[config.mk]
export PLATFORM = sky130hd
export DESIGN_NAME = img_rr_arbiter_flat
export DESIGN_NICKNAME = d
export VERILOG_FILES = /design/src/rtl/img_rr_arbiter_if.sv /design/src/rtl/img_rr_arbiter.sv /design/src/flat_wrapper.sv
export SDC_FILE = /design/constraint.sdc
export NUM_CORES = 1
export LEC_CHECK = 0
export CAP_MARGIN = 40
export CORE_MARGIN = 3
export CORE_UTILIZATION = 37
export CTS_CLUSTER_SIZE = 40
export DETAILED_ROUTE_END_ITERATION = 16
export PLACE_DENSITY = 0.87
export SLEW_MARGIN = 20
export SYNTH_ARGS = -nofsm -noshare
export SYNTH_HDL_FRONTEND = slang
export SYNTH_SLANG_ARGS = --single-unit
[constraint.sdc]
create_clock -name clk -period 3.9 [get_ports clk]
set_input_delay 0.78 -clock clk [delete_from_list [all_inputs] [get_ports clk]]
set_output_delay 0.78 -clock clk [all_outputs]
set_load 0.02 [all_outputs]
[src/rtl/img_rr_arbiter_if.sv]
// img_rr_arbiter_if: slave request channels and muxed FIFO-side beat of the round-robin arbiter
interface img_rr_arbiter_if #(
   parameter int NUM_SLV = 4,
   parameter int DW      = 32,
   parameter int MODE_W  = 2,
   parameter int PV_W    = 8
);
   localparam int GW = $clog2(NUM_SLV);
   logic [NUM_SLV-1:0]        slv_data_valid;
   logic [NUM_SLV*DW-1:0]     slv_data;
   logic [NUM_SLV*MODE_W-1:0] slv_mode;
   logic [NUM_SLV*PV_W-1:0]   slv_proc_val;
   logic [NUM_SLV-1:0]        slv_ready;
   logic                      fifo_full;
   logic                      mstr_cmplt;
   logic                      slvx_data_valid;
   logic [DW-1:0]             slvx_data;
   logic [MODE_W-1:0]         slvx_mode;
   logic [PV_W-1:0]           slvx_proc_val;
   logic [GW-1:0]             gnt_id;
   logic                      busy;
   modport master (
      input  slv_data_valid, slv_data, slv_mode, slv_proc_val, fifo_full, mstr_cmplt,
      output slv_ready, slvx_data_valid, slvx_data, slvx_mode, slvx_proc_val, gnt_id, busy
   );
   modport slave (
      output slv_data_valid, slv_data, slv_mode, slv_proc_val, fifo_full, mstr_cmplt,
      input  slv_ready, slvx_data_valid, slvx_data, slvx_mode, slvx_proc_val, gnt_id, busy
   );
endinterface

[src/rtl/img_rr_arbiter.sv]
// img_rr_arbiter: round-robin burst arbiter muxing slave pixel beats into one registered FIFO stream
module img_rr_arbiter #(
   parameter int NUM_SLV   = 4,
   parameter int DW        = 32,
   parameter int MODE_W    = 2,
   parameter int PV_W      = 8,
   parameter int BURST_LEN = 8
) (
   input logic               clk,
   input logic               rst,
   img_rr_arbiter_if.master  bus
);
   localparam int GW = $clog2(NUM_SLV);
   localparam int CW = $clog2(BURST_LEN + 1);
   localparam logic [0:0] IDLE  = 1'b0;
   localparam logic [0:0] BURST = 1'b1;
   logic [0:0]        r_state;
   logic [GW-1:0]     r_ptr;
   logic [GW-1:0]     r_gnt;
   logic [CW-1:0]     r_cnt;
   logic              r_xv;
   logic [DW-1:0]     r_xd;
   logic [MODE_W-1:0] r_xm;
   logic [PV_W-1:0]   r_xp;
   logic [GW-1:0]     w_win;
   logic [GW-1:0]     w_idx;
   logic              w_any;
   logic              w_open;
   logic              w_xfer;
   logic              w_last;
   assign w_open = !bus.fifo_full && !bus.mstr_cmplt && !rst;
   assign w_xfer = (r_state == BURST) && w_open && bus.slv_data_valid[r_gnt];
   assign w_last = r_cnt == CW'(BURST_LEN - 1);
   assign bus.slv_ready = ((r_state == BURST) && w_open) ? NUM_SLV'(1) << r_gnt : '0;
   assign bus.busy = r_state == BURST;
   assign bus.gnt_id = r_gnt;
   assign bus.slvx_data_valid = r_xv;
   assign bus.slvx_data = r_xd;
   assign bus.slvx_mode = r_xm;
   assign bus.slvx_proc_val = r_xp;
   // circular search from r_ptr upward; scanning downward lets the nearest requester overwrite the rest
   always_comb begin
      w_win = '0;
      w_any = 1'b0;
      w_idx = '0;
      for (int k = NUM_SLV - 1; k >= 0; k--) begin
         w_idx = GW'((int'(r_ptr) + k) % NUM_SLV);
         if (bus.slv_data_valid[w_idx]) begin
            w_win = w_idx;
            w_any = 1'b1;
         end
      end
   end
   // arbitration FSM: one IDLE cycle per grant, burst ends on length, valid drop or master complete
   always_ff @(posedge clk) begin
      if (rst) begin
         r_state <= IDLE;
         r_ptr   <= '0;
         r_gnt   <= '0;
         r_cnt   <= '0;
      end else if (r_state == IDLE) begin
         if (w_any && w_open) begin
            r_state <= BURST;
            r_gnt   <= w_win;
            r_ptr   <= (w_win == GW'(NUM_SLV - 1)) ? '0 : w_win + 1'b1;
            r_cnt   <= '0;
         end
      end else begin
         if (w_xfer) r_cnt <= r_cnt + 1'b1;
         if (bus.mstr_cmplt || !bus.slv_data_valid[r_gnt] || (w_xfer && w_last)) r_state <= IDLE;
      end
   end
   // output register: accepted beat appears one cycle later, fields hold between transfers
   always_ff @(posedge clk) begin
      if (rst) begin
         r_xv <= 1'b0;
         r_xd <= '0;
         r_xm <= '0;
         r_xp <= '0;
      end else begin
         r_xv <= w_xfer;
         if (w_xfer) begin
            r_xd <= bus.slv_data[r_gnt*DW +: DW];
            r_xm <= bus.slv_mode[r_gnt*MODE_W +: MODE_W];
            r_xp <= bus.slv_proc_val[r_gnt*PV_W +: PV_W];
         end
      end
   end
endmodule

[src/flat_wrapper.sv]
// flat-port wrapper written by rule: the top's interface ports become plain ports
module img_rr_arbiter_flat 
#(
   parameter int NUM_SLV   = 4,
   parameter int DW        = 32,
   parameter int MODE_W    = 2,
   parameter int PV_W      = 8,
   parameter int BURST_LEN = 8
)
  (clk, rst, bus_slv_data_valid, bus_slv_data, bus_slv_mode, bus_slv_proc_val, bus_fifo_full, bus_mstr_cmplt, bus_slv_ready, bus_slvx_data_valid, bus_slvx_data, bus_slvx_mode, bus_slvx_proc_val, bus_gnt_id, bus_busy);
  img_rr_arbiter_if #(.NUM_SLV(NUM_SLV), .DW(DW), .MODE_W(MODE_W), .PV_W(PV_W)) bus_i ();
  input logic clk;
  input logic rst;
  input wire logic [$bits(bus_i.slv_data_valid)-1:0] bus_slv_data_valid;
  input wire logic [$bits(bus_i.slv_data)-1:0] bus_slv_data;
  input wire logic [$bits(bus_i.slv_mode)-1:0] bus_slv_mode;
  input wire logic [$bits(bus_i.slv_proc_val)-1:0] bus_slv_proc_val;
  input wire logic [$bits(bus_i.fifo_full)-1:0] bus_fifo_full;
  input wire logic [$bits(bus_i.mstr_cmplt)-1:0] bus_mstr_cmplt;
  output wire logic [$bits(bus_i.slv_ready)-1:0] bus_slv_ready;
  output wire logic [$bits(bus_i.slvx_data_valid)-1:0] bus_slvx_data_valid;
  output wire logic [$bits(bus_i.slvx_data)-1:0] bus_slvx_data;
  output wire logic [$bits(bus_i.slvx_mode)-1:0] bus_slvx_mode;
  output wire logic [$bits(bus_i.slvx_proc_val)-1:0] bus_slvx_proc_val;
  output wire logic [$bits(bus_i.gnt_id)-1:0] bus_gnt_id;
  output wire logic [$bits(bus_i.busy)-1:0] bus_busy;
  assign bus_i.slv_data_valid = bus_slv_data_valid;
  assign bus_i.slv_data = bus_slv_data;
  assign bus_i.slv_mode = bus_slv_mode;
  assign bus_i.slv_proc_val = bus_slv_proc_val;
  assign bus_i.fifo_full = bus_fifo_full;
  assign bus_i.mstr_cmplt = bus_mstr_cmplt;
  assign bus_slv_ready = bus_i.slv_ready;
  assign bus_slvx_data_valid = bus_i.slvx_data_valid;
  assign bus_slvx_data = bus_i.slvx_data;
  assign bus_slvx_mode = bus_i.slvx_mode;
  assign bus_slvx_proc_val = bus_i.slvx_proc_val;
  assign bus_gnt_id = bus_i.gnt_id;
  assign bus_busy = bus_i.busy;
  img_rr_arbiter #(.NUM_SLV(NUM_SLV), .DW(DW), .MODE_W(MODE_W), .PV_W(PV_W), .BURST_LEN(BURST_LEN)) u_core (.clk(clk), .rst(rst), .bus(bus_i));
endmodule
Word-level counts from Yosys, hierarchy flattened
Cells that the tools add are included.
W data, S select, Z words.
{"block": "word_totals", "reg_bits": 52, "in_bits": 176, "out_inout_bits": 50, "wordCells": 67}
{"block": "op_classes", "add_sub_neg": 5, "magnitude_cmp": 5, "n_eq_ne": 3, "n_shift": 4, "muxes": 26, "bitwise": 1, "reduce_logical": 15}
{"cell": "$shiftx A128 B8 Y32", "n": 1}
{"cell": "$shiftx A32 B6 Y8", "n": 1}
{"cell": "$mux W4", "n": 4}
{"cell": "$lt A2 B3 Y1 const B", "n": 5}
{"cell": "$mux W1", "n": 12}
{"cell": "$bmux W1 S2", "n": 5}
{"cell": "$mux W2", "n": 5}
{"cell": "$shiftx A8 B4 Y2", "n": 1}
{"cell": "$logic_and A1 B1 Y1", "n": 6}
{"cell": "$add A2 B1 Y2 const B", "n": 2}
{"cell": "$add A2 B2 Y2 const B", "n": 2}
{"cell": "$add A4 B1 Y4 const B", "n": 1}
{"cell": "$eq A4 B3 Y1 const B", "n": 1}
{"cell": "$logic_not A1 Y1", "n": 4}
{"cell": "$reduce_and A2 Y1", "n": 2}
{"cell": "$shl A1 B2 Y4 const A", "n": 1}
{"cell": "$eq A2 B2 Y1 const B", "n": 1}
{"cell": "$logic_or A1 B1 Y1", "n": 2}
{"cell": "$ne A2 B2 Y1 const B", "n": 1}
{"cell": "$reduce_bool A2 Y1", "n": 1}
{"cell": "$not A1 Y1", "n": 1}

Longest topological paths before layout
Gate-level depths: netlist of run 1.
{"block": "logic_depth", "depth_word": 10, "ltp_mapped": 7, "ltp_nobuf": 6}

Worst setup path after synthesis of run 1
Ideal clock, no wire load.
{"block": "synth_path", "path_kind": "input -> output", "from": "in rst", "to": "out bus_slv_ready[0]", "arrival_time_ns": 1.886, "required_ns": 3.120, "slack_ns": 1.234, "path_stages": 3, "path_cell_list": "buf_2 -> or3_1 -> nor4_1"}
{"block": "synth_between", "elab_chain_cells": 4}
{"element": "start, declared", "line_no": "flat_wrapper.sv:13", "text": "input logic rst;"}
{"element": "$logic_not A1 Y1", "line_no": "img_rr_arbiter.sv:31", "text": "assign w_open = !bus.fifo_full && !bus.mstr_cmplt && !rst;"}
{"element": "$logic_and A1 B1 Y1", "line_no": "img_rr_arbiter.sv:31"}
{"element": "$logic_and A1 B1 Y1", "line_no": "img_rr_arbiter.sv:34", "text": "assign bus.slv_ready = ((r_state == BURST) && w_open) ? NUM_SLV'(1) << r_gnt : '0;"}
{"element": "$mux W4", "line_no": "img_rr_arbiter.sv:34"}
{"element": "end, declared", "line_no": "flat_wrapper.sv:20", "text": "output wire logic [$bits(bus_i.slv_ready)-1:0] bus_slv_ready;"}
No other way between the ends.

Worst setup path after layout of run 1
{"block": "layout_path", "from": "in bus_mstr_cmplt", "to": "out bus_slv_ready[0]"}
{"block": "layout_between", "elab_chain_cells": 5}
{"element": "start, declared", "line_no": "flat_wrapper.sv:19", "text": "input wire logic [$bits(bus_i.mstr_cmplt)-1:0] bus_mstr_cmplt;"}
{"element": "$logic_not A1 Y1", "line_no": "img_rr_arbiter.sv:31"}
{"element": "$logic_and A1 B1 Y1 (2 in a row)", "line_no": "img_rr_arbiter.sv:31"}
{"element": "$logic_and A1 B1 Y1", "line_no": "img_rr_arbiter.sv:34"}
{"element": "$mux W4", "line_no": "img_rr_arbiter.sv:34"}
No other way between the ends.

==> results of run 1 <==
-- sequential cells by signal, summed over array words and instances, names as in the netlist --
register and cells:
u_core.bus.busy 1, u_core.bus.gnt_id 2, u_core.bus.slvx_data 32, u_core.bus.slvx_data_valid 1, u_core.bus.slvx_mode 2, u_core.bus.slvx_proc_val 8, u_core.r_cnt 4, u_core.r_ptr 2
-- cells by family (layout without fill, tap and decap cells) --
group,Yosys count,after routing,synth area share [%]
AND/OR/NAND/NOR,113,113,16.2
AO/OA/AOI/OAI,59,59,10.3
flip-flops,52,52,34.0
multiplexers,46,46,32.6
buffers and inverters,32,246,6.04
adder cells (fa/ha/maj),2,2,0.817
-- cell type report --
type / count / area, um2
well taps: 102 / 128
clock buffers: 7 / 97.6
repair buffers: 230 / 2280
inverters: 8 / 32.5
flip-flops and latches: 52 / 1050
multi-input cells: 220 / 1840
fillers: 610 / 2460
clock inverters: 1 / 5.00
-- through the flow --
step / setup slack (ns) / total power (uW) / cells
2_1_floorplan: 1.23 / 663 / 304
5_1_grt: 0.523 / 1240 / 620
4_1_cts: 0.616 / 1200 / 620
3_5_place_dp: 0.618 / 866 / 612
3_3_place_gp: 0.661 / 857 / 612
6_report: 0.597 / 1190 / 620
-- power groups by stage --
stage | sequential [uW] | clock (uW) | combinational [uW]
6_report | 544 | 333 | 309
2_1_floorplan | 557 | 0 | 106
4_1_cts | 544 | 343 | 311
3_3_place_gp | 556 | 0 | 301
3_5_place_dp | 557 | 0 | 309
5_1_grt | 546 | 367 | 329
-- layer usage --
| layer | global-route usage [%] | part of all wire, % | vias up |
|---|---|---|---|
| met3 | 5.55 | 7.9 | 20 |
| li1 | - | - | 1536 |
| met1 | 23.8 | 36 | 1548 |
| met2 | 43.2 | 54 | 165 |
| met4 | 6.70 | 2.3 | 0 |
| met5 | 0 | 0 | - |
-- final timing paths --
check,start,to
setup / recovery,bus_mstr_cmplt,bus_slv_ready[0]
hold / removal,u_core.bus.slvx_data[25],u_core.bus.slvx_data[25]
setup reg to reg,u_core.bus.gnt_id[1],u_core.r_cnt[1]
hold reg to reg,u_core.bus.slvx_data[25],u_core.bus.slvx_data[25]
-- cell usage after synthesis, types with 2 or more instances --
master    count  share of area (%)
nand2b_1      2               0.41
nand2_1      88                 11
ha_1          2               0.82
buf_6         5                1.8
clkbuf_1      9                1.1
or3_1         2               0.41
buf_4         5                1.2
inv_1         7               0.86
nand3_1       2               0.33
a21oi_1      47                7.7
o21ai_0       5               0.82
o41ai_1       2               0.57
nor2_1        5               0.61
mux2i_1       2               0.65
or4_1         2               0.49
dfxtp_1      52                 34
nand3b_1      2               0.49
mux4_2       43                 32
buf_2         5               0.82
nor4_1        2               0.41
-- tightest hold or removal path, cell delays in order (launching register included) --
cell,delay (ns)
dfxtp_1,0.32
nand2_1,0.05
a21oi_1,0.05
==> results.py, run 1 <==
metrics = {
    "clock_network": {
        "clockBufferDepth": 2,
        "clock_sinks": 52,
        "cts_tree": "yes",
        "cts_hold_buf": 0,
        "post-cts-setup-buffers": 0,
        "h-tree-depth": 2,
        "cts-root-buf": "clkbuf_8",
        "cts_resized": 0,
        "clk_latency_ns": 0.29,
        "clkTransAtPathRegs_ns": 0.09,
        "cts_inserted_buffers": 5,
    },
    "critical_path": {
        "cp_cell_sequence": "clkdlybuf4s50_1, or3_1, nor4_1, clkdlybuf4s50_1",
        "slowest_delay_ns": 0.65,
        "end_kind": "output port",
        "required_ns": 3.12,
        "cp_slowest_cell": "clkdlybuf4s50_1",
        "crit_top_cell": "clkdlybuf4s50_1",
        "reg2reg_slack_ns": 1.46,
        "critPathBufInv": 2,
        "start_kind": "primary input",
        "crit_cells": 4,
        "reg2reg_depth": 6,
        "worstPathMaxFanout": 3,
        "setup.worst_path.class": "primary input to output port",
        "cp_top_family": "buffers and inverters",
        "crit_arrival_ns": 2.52,
    },
    "power_and_ir_drop": {
        "p_leak_uw": 0.00178,
        "clkPwrFrac_pct": 28.1,
        "ir_drop_mv": 0.145,
        "switching_share_pct": 22.0,
        "sequentialPowerShare_pct": 45.9,
        "powerDensity_nw_per_um2": 218,
        "combPwrFrac_pct": 26.1,
        "intPower_uw": 924,
        "switchingPower_uw": 261,
    },
    "worst_hold_path": {
        "hp-class": "flop to flop",
        "whs_path_depth": 2,
    },
    "global_route": {
        "grt_pass1_wl_mm": 17.1,
        "antenna_found_initial": 0,
        "grt_pass1_vias": 3569,
        "grt.total_usage_pct": 22.4,
        "grt_overflow": 0,
        "grt_max_degree": 52,
    },
    "timing": {
        "period_needed_ns": 3.30,
        "drv_slew": 0,
        "setup-tns-final_ns": 0,
        "whs_ns": 0.458,
        "timing.final.crit_share_pct": 84.7,
        "worstMarginPinSlew_ns": 0.623,
        "finalHoldViolCount": 0,
        "slew_headroom_pct": 58.5,
        "finalSetupViolations": 0,
        "fin_worst_skew_ns": 0.00270,
        "grt_setup_unrepaired": "false",
        "fmax_mhz": 303,
    },
    "run_status": {
        "status": "finished, final reports clean",
    },
    "die": {
        "ios": 226,
        "start_util_pct": 38.8,
        "core_area_um2": 7890,
        "die_w_um": 97.0,
        "die-height_um": 97.0,
        "dieArea_um2": 9410,
        "fp-row-count": 32,
    },
    "routing": {
        "routedWlPerCell_um": 17.4,
        "drc": 0,
        "firstDrtPassIters": 5,
        "routed_wl_mm": 10.8,
        "vias": 3269,
        "drtAntennaViolNets": 0,
        "vias_per_cell": 5.27,
        "drtIter0Drc": 90,
    },
    "placement": {
        "port_buffers": 225,
        "place_area_um2": 5330,
        "place_congestion": 0.848,
        "hpwl_mm": 8.68,
    },
    "yosys": {
        "synthArstFlopShare_pct": 0,
        "synthCells": 304,
        "syn-num-nets": 482,
        "ys.flop_type": "dfxtp_1",
        "yosysUniqueCellTypes": 35,
        "synth_edf_count": 0,
        "avgSynthCellArea_um2": 10.1,
        "syn_area_um2": 3060,
        "yosysWarnings": 0,
        "seq_area_frac_synth_pct": 34.0,
        "ys_ff_latch": 52,
    },
    "layout": {
        "drive_above_1_share_pct": 12.4,
        "final_common_cell": "clkdlybuf4s50_1",
        "syn_to_final_growth_pct": 77.3,
        "fin_area_um2": 5430,
        "antennaDiodeCount": 0,
        "final_core_util_pct": 68.9,
        "final_cell_mix": "224 x clkdlybuf4s50_1, 88 x nand2_1, 50 x dfxtp_1, 47 x a21oi_1, 43 x mux4_2",
        "nNetsFinal": 695,
    },
    "job": {
        "maxCapViolations": 0,
    },
}
(Power assumes the default switching activity.)
==> run 2: changes to the inputs <==
Settings changed: CORE_UTILIZATION 37 to 31, PLACE_DENSITY 0.87 to 0.78.
Clock period 3.9 ns to 2.8 ns, I/O delays scaled along.
==> run 2 against run 1 <==
Sequential cell count unchanged. Non-clock buffer count up 4. Core utilization fell by 10 points. Hold slack worse by 0.00085 ns. Clock skew rose by 0.0046 ns. Critical path depth is the same. Combinational power up 42%. Cell count up 4.8%.
==> results.py, run 2 (synthesized netlist as in run 1, its figures left out) <==
metrics = {
    "layout": {
        "antennaDiodeCount": 0,
        "nNetsFinal": 699,
        "final_common_cell": "clkdlybuf4s50_1",
        "fin_cells": 650,
        "syn_to_final_growth_pct": 79.9,
        "drive_above_1_share_pct": 13.1,
        "regArea_um2": 1050,
        "num-fill-cells": 804,
        "largest_reg_flops": 32,
        "final_cell_mix": "220 x clkdlybuf4s50_1, 88 x nand2_1, 50 x dfxtp_1, 47 x a21oi_1, 43 x mux4_2",
        "multi_input_area_um2": 1840,
    },
    "clock_network": {
        "cts_tree": "yes",
        "clk_latency_ns": 0.29,
        "h-tree-depth": 2,
        "cts_inserted_buffers": 5,
        "clock_sinks": 52,
        "cts-root-buf": "clkbuf_8",
        "clkTransAtPathRegs_ns": 0.08,
        "clockBufferDepth": 2,
    },
    "global_route": {
        "antenna_found_initial": 1,
        "grt_use_met1_pct": 21.4,
        "grt_pass1_vias": 3470,
        "grt_overflow": 0,
        "met2_usage_pct": 35.2,
        "use_met3_pct": 5.82,
        "grt_pass1_wl_mm": 17.2,
        "busiest_layer": "met2",
        "grt_max_degree": 50,
        "grt.total_usage_pct": 19.0,
    },
    "timing": {
        "whs_ns": 0.458,
        "period_needed_ns": 2.46,
        "finalHoldViolCount": 0,
        "fmax_mhz": 406,
        "drv_slew": 0,
        "grt_setup_unrepaired": "false",
        "fin_worst_skew_ns": 0.00729,
        "slew_headroom_pct": 65.4,
        "finalSetupViolations": 0,
        "timing.final.crit_share_pct": 88.0,
        "setup-tns-final_ns": 0,
        "worstMarginPinSlew_ns": 0.519,
    },
    "critical_path": {
        "setup.worst_path.class": "primary input to output port",
        "cp_cell_sequence": "clkdlybuf4s50_1, or3_1, nor4_1, dlymetal6s2s_1",
        "start_kind": "primary input",
        "crit_end": "bus_slv_ready[0]",
        "worstPathMaxFanout": 3,
        "r2r-end": "u_core.r_cnt[0]",
        "reg2reg_slack_ns": 0.59,
        "required_ns": 2.24,
        "cp_slowest_cell": "clkdlybuf4s50_1",
        "crit_arrival_ns": 1.90,
        "slowest_delay_ns": 0.42,
        "worstSetupStartpoint": "bus_mstr_cmplt",
        "reg2reg_depth": 6,
        "r2r-start": "u_core.bus.gnt_id[1]",
        "end_kind": "output port",
    },
    "power_and_ir_drop": {
        "p_total_uw": 1640,
        "ir_drop_mv": 0.161,
        "powerDensity_nw_per_um2": 298,
        "p_leak_uw": 0.00187,
    },
    "job": {
        "maxCapViolations": 0,
    },
    "run_status": {
        "status": "finished, final reports clean",
    },
    "routing": {
        "drtIter0Drc": 132,
        "routed_wl_mm": 11.0,
        "firstDrtPassIters": 4,
        "drtAntennaViolNets": 0,
        "drc": 0,
        "vias_per_cell": 4.99,
        "routedWlPerCell_um": 16.9,
        "vias": 3242,
    },
    "placement": {
        "hpwl_mm": 8.83,
        "place_inst": 643,
        "port_buffers": 225,
        "place_congestion": 0.849,
    },
    "die": {
        "dieArea_um2": 11100,
        "core_area_um2": 9420,
        "die_w_um": 105,
        "start_util_pct": 32.5,
        "ios": 226,
        "die-height_um": 105,
        "fp-row-count": 35,
    },
    "worst_hold_path": {
        "hp-class": "flop to flop",
    },
}
## run 2: cell types whose count changed in the layout (fill, tap and decap cells not counted), sizes merged
cell / before / now
dlymetal6s2s: 0 / 4
clkinv: 1 / 0
clkdlybuf4s50: 224 / 220
buf: 6 / 10
## run 2: timing repair
action / 4_1_cts / 5_1_grt
hold buffers: 0 / 0
buffers inserted: 0 / 0
endpoints found under the setup margin: 0 / 4
resized for setup: 0 / 4
## run 2: worst min-delay path by stage
| stage | depth (start not counted) | slack, ns | from | endpoint |
|---|---|---|---|---|
| floorplan | 2 | 0.45 | u_core.r_cnt[3] | u_core.r_cnt[3] |
| global placement | 2 | 0.44 | u_core.bus.slvx_data[14] | u_core.bus.slvx_data[14] |
| detailed placement | 2 | 0.45 | u_core.bus.slvx_data[23] | u_core.bus.slvx_data[23] |
| CTS | 2 | 0.46 | u_core.bus.slvx_data[23] | u_core.bus.slvx_data[23] |
| global route | 2 | 0.48 | u_core.bus.slvx_data[27] | u_core.bus.slvx_data[27] |
| finish | 2 | 0.46 | u_core.bus.slvx_data[23] | u_core.bus.slvx_data[23] |
## run 2: critical path, delay by kind of cell
kind	cells	cell delay (ns)
buf+inv	2	0.70
simple gates	2	0.64
## run 2: routing by layer
layer / up-vias / share of wire (%)
met2: 164 / 52
met1: 1521 / 38
met3: 10 / 9.1
met4: 2 / 0.92
met5: - / 0.12
li1: 1545 / -
## run 2: area by class of cell
class / count / area share, %
inverter: 8 / 0.590
sequential: 52 / 19.0
multi-input combinational: 220 / 33.3
tap: 129 / 2.93
clock buffer: 7 / 1.75
timing repair buffer: 234 / 42.4
## run 2: report_power, final
group | internal (uW) | switching [uW]
Combinational | 314 | 124
Sequential | 746 | 7.24
Clock | 221 | 230
## run 2: per-stage QoR
| stage | cell area (um2) | utilization (%) | setup WS (ns) |
|---|---|---|---|
| after floorplan | 3060 | - | 0.482 |
| after global placement | 5410 | 57.4 | 0.0385 |
| after detailed placement | 5410 | 57.4 | 0.0128 |
| after CTS | 5500 | 58.4 | 0.00909 |
| after global routing | 5510 | 58.5 | 0.277 |
| final | 5510 | 58.5 | 0.337 |
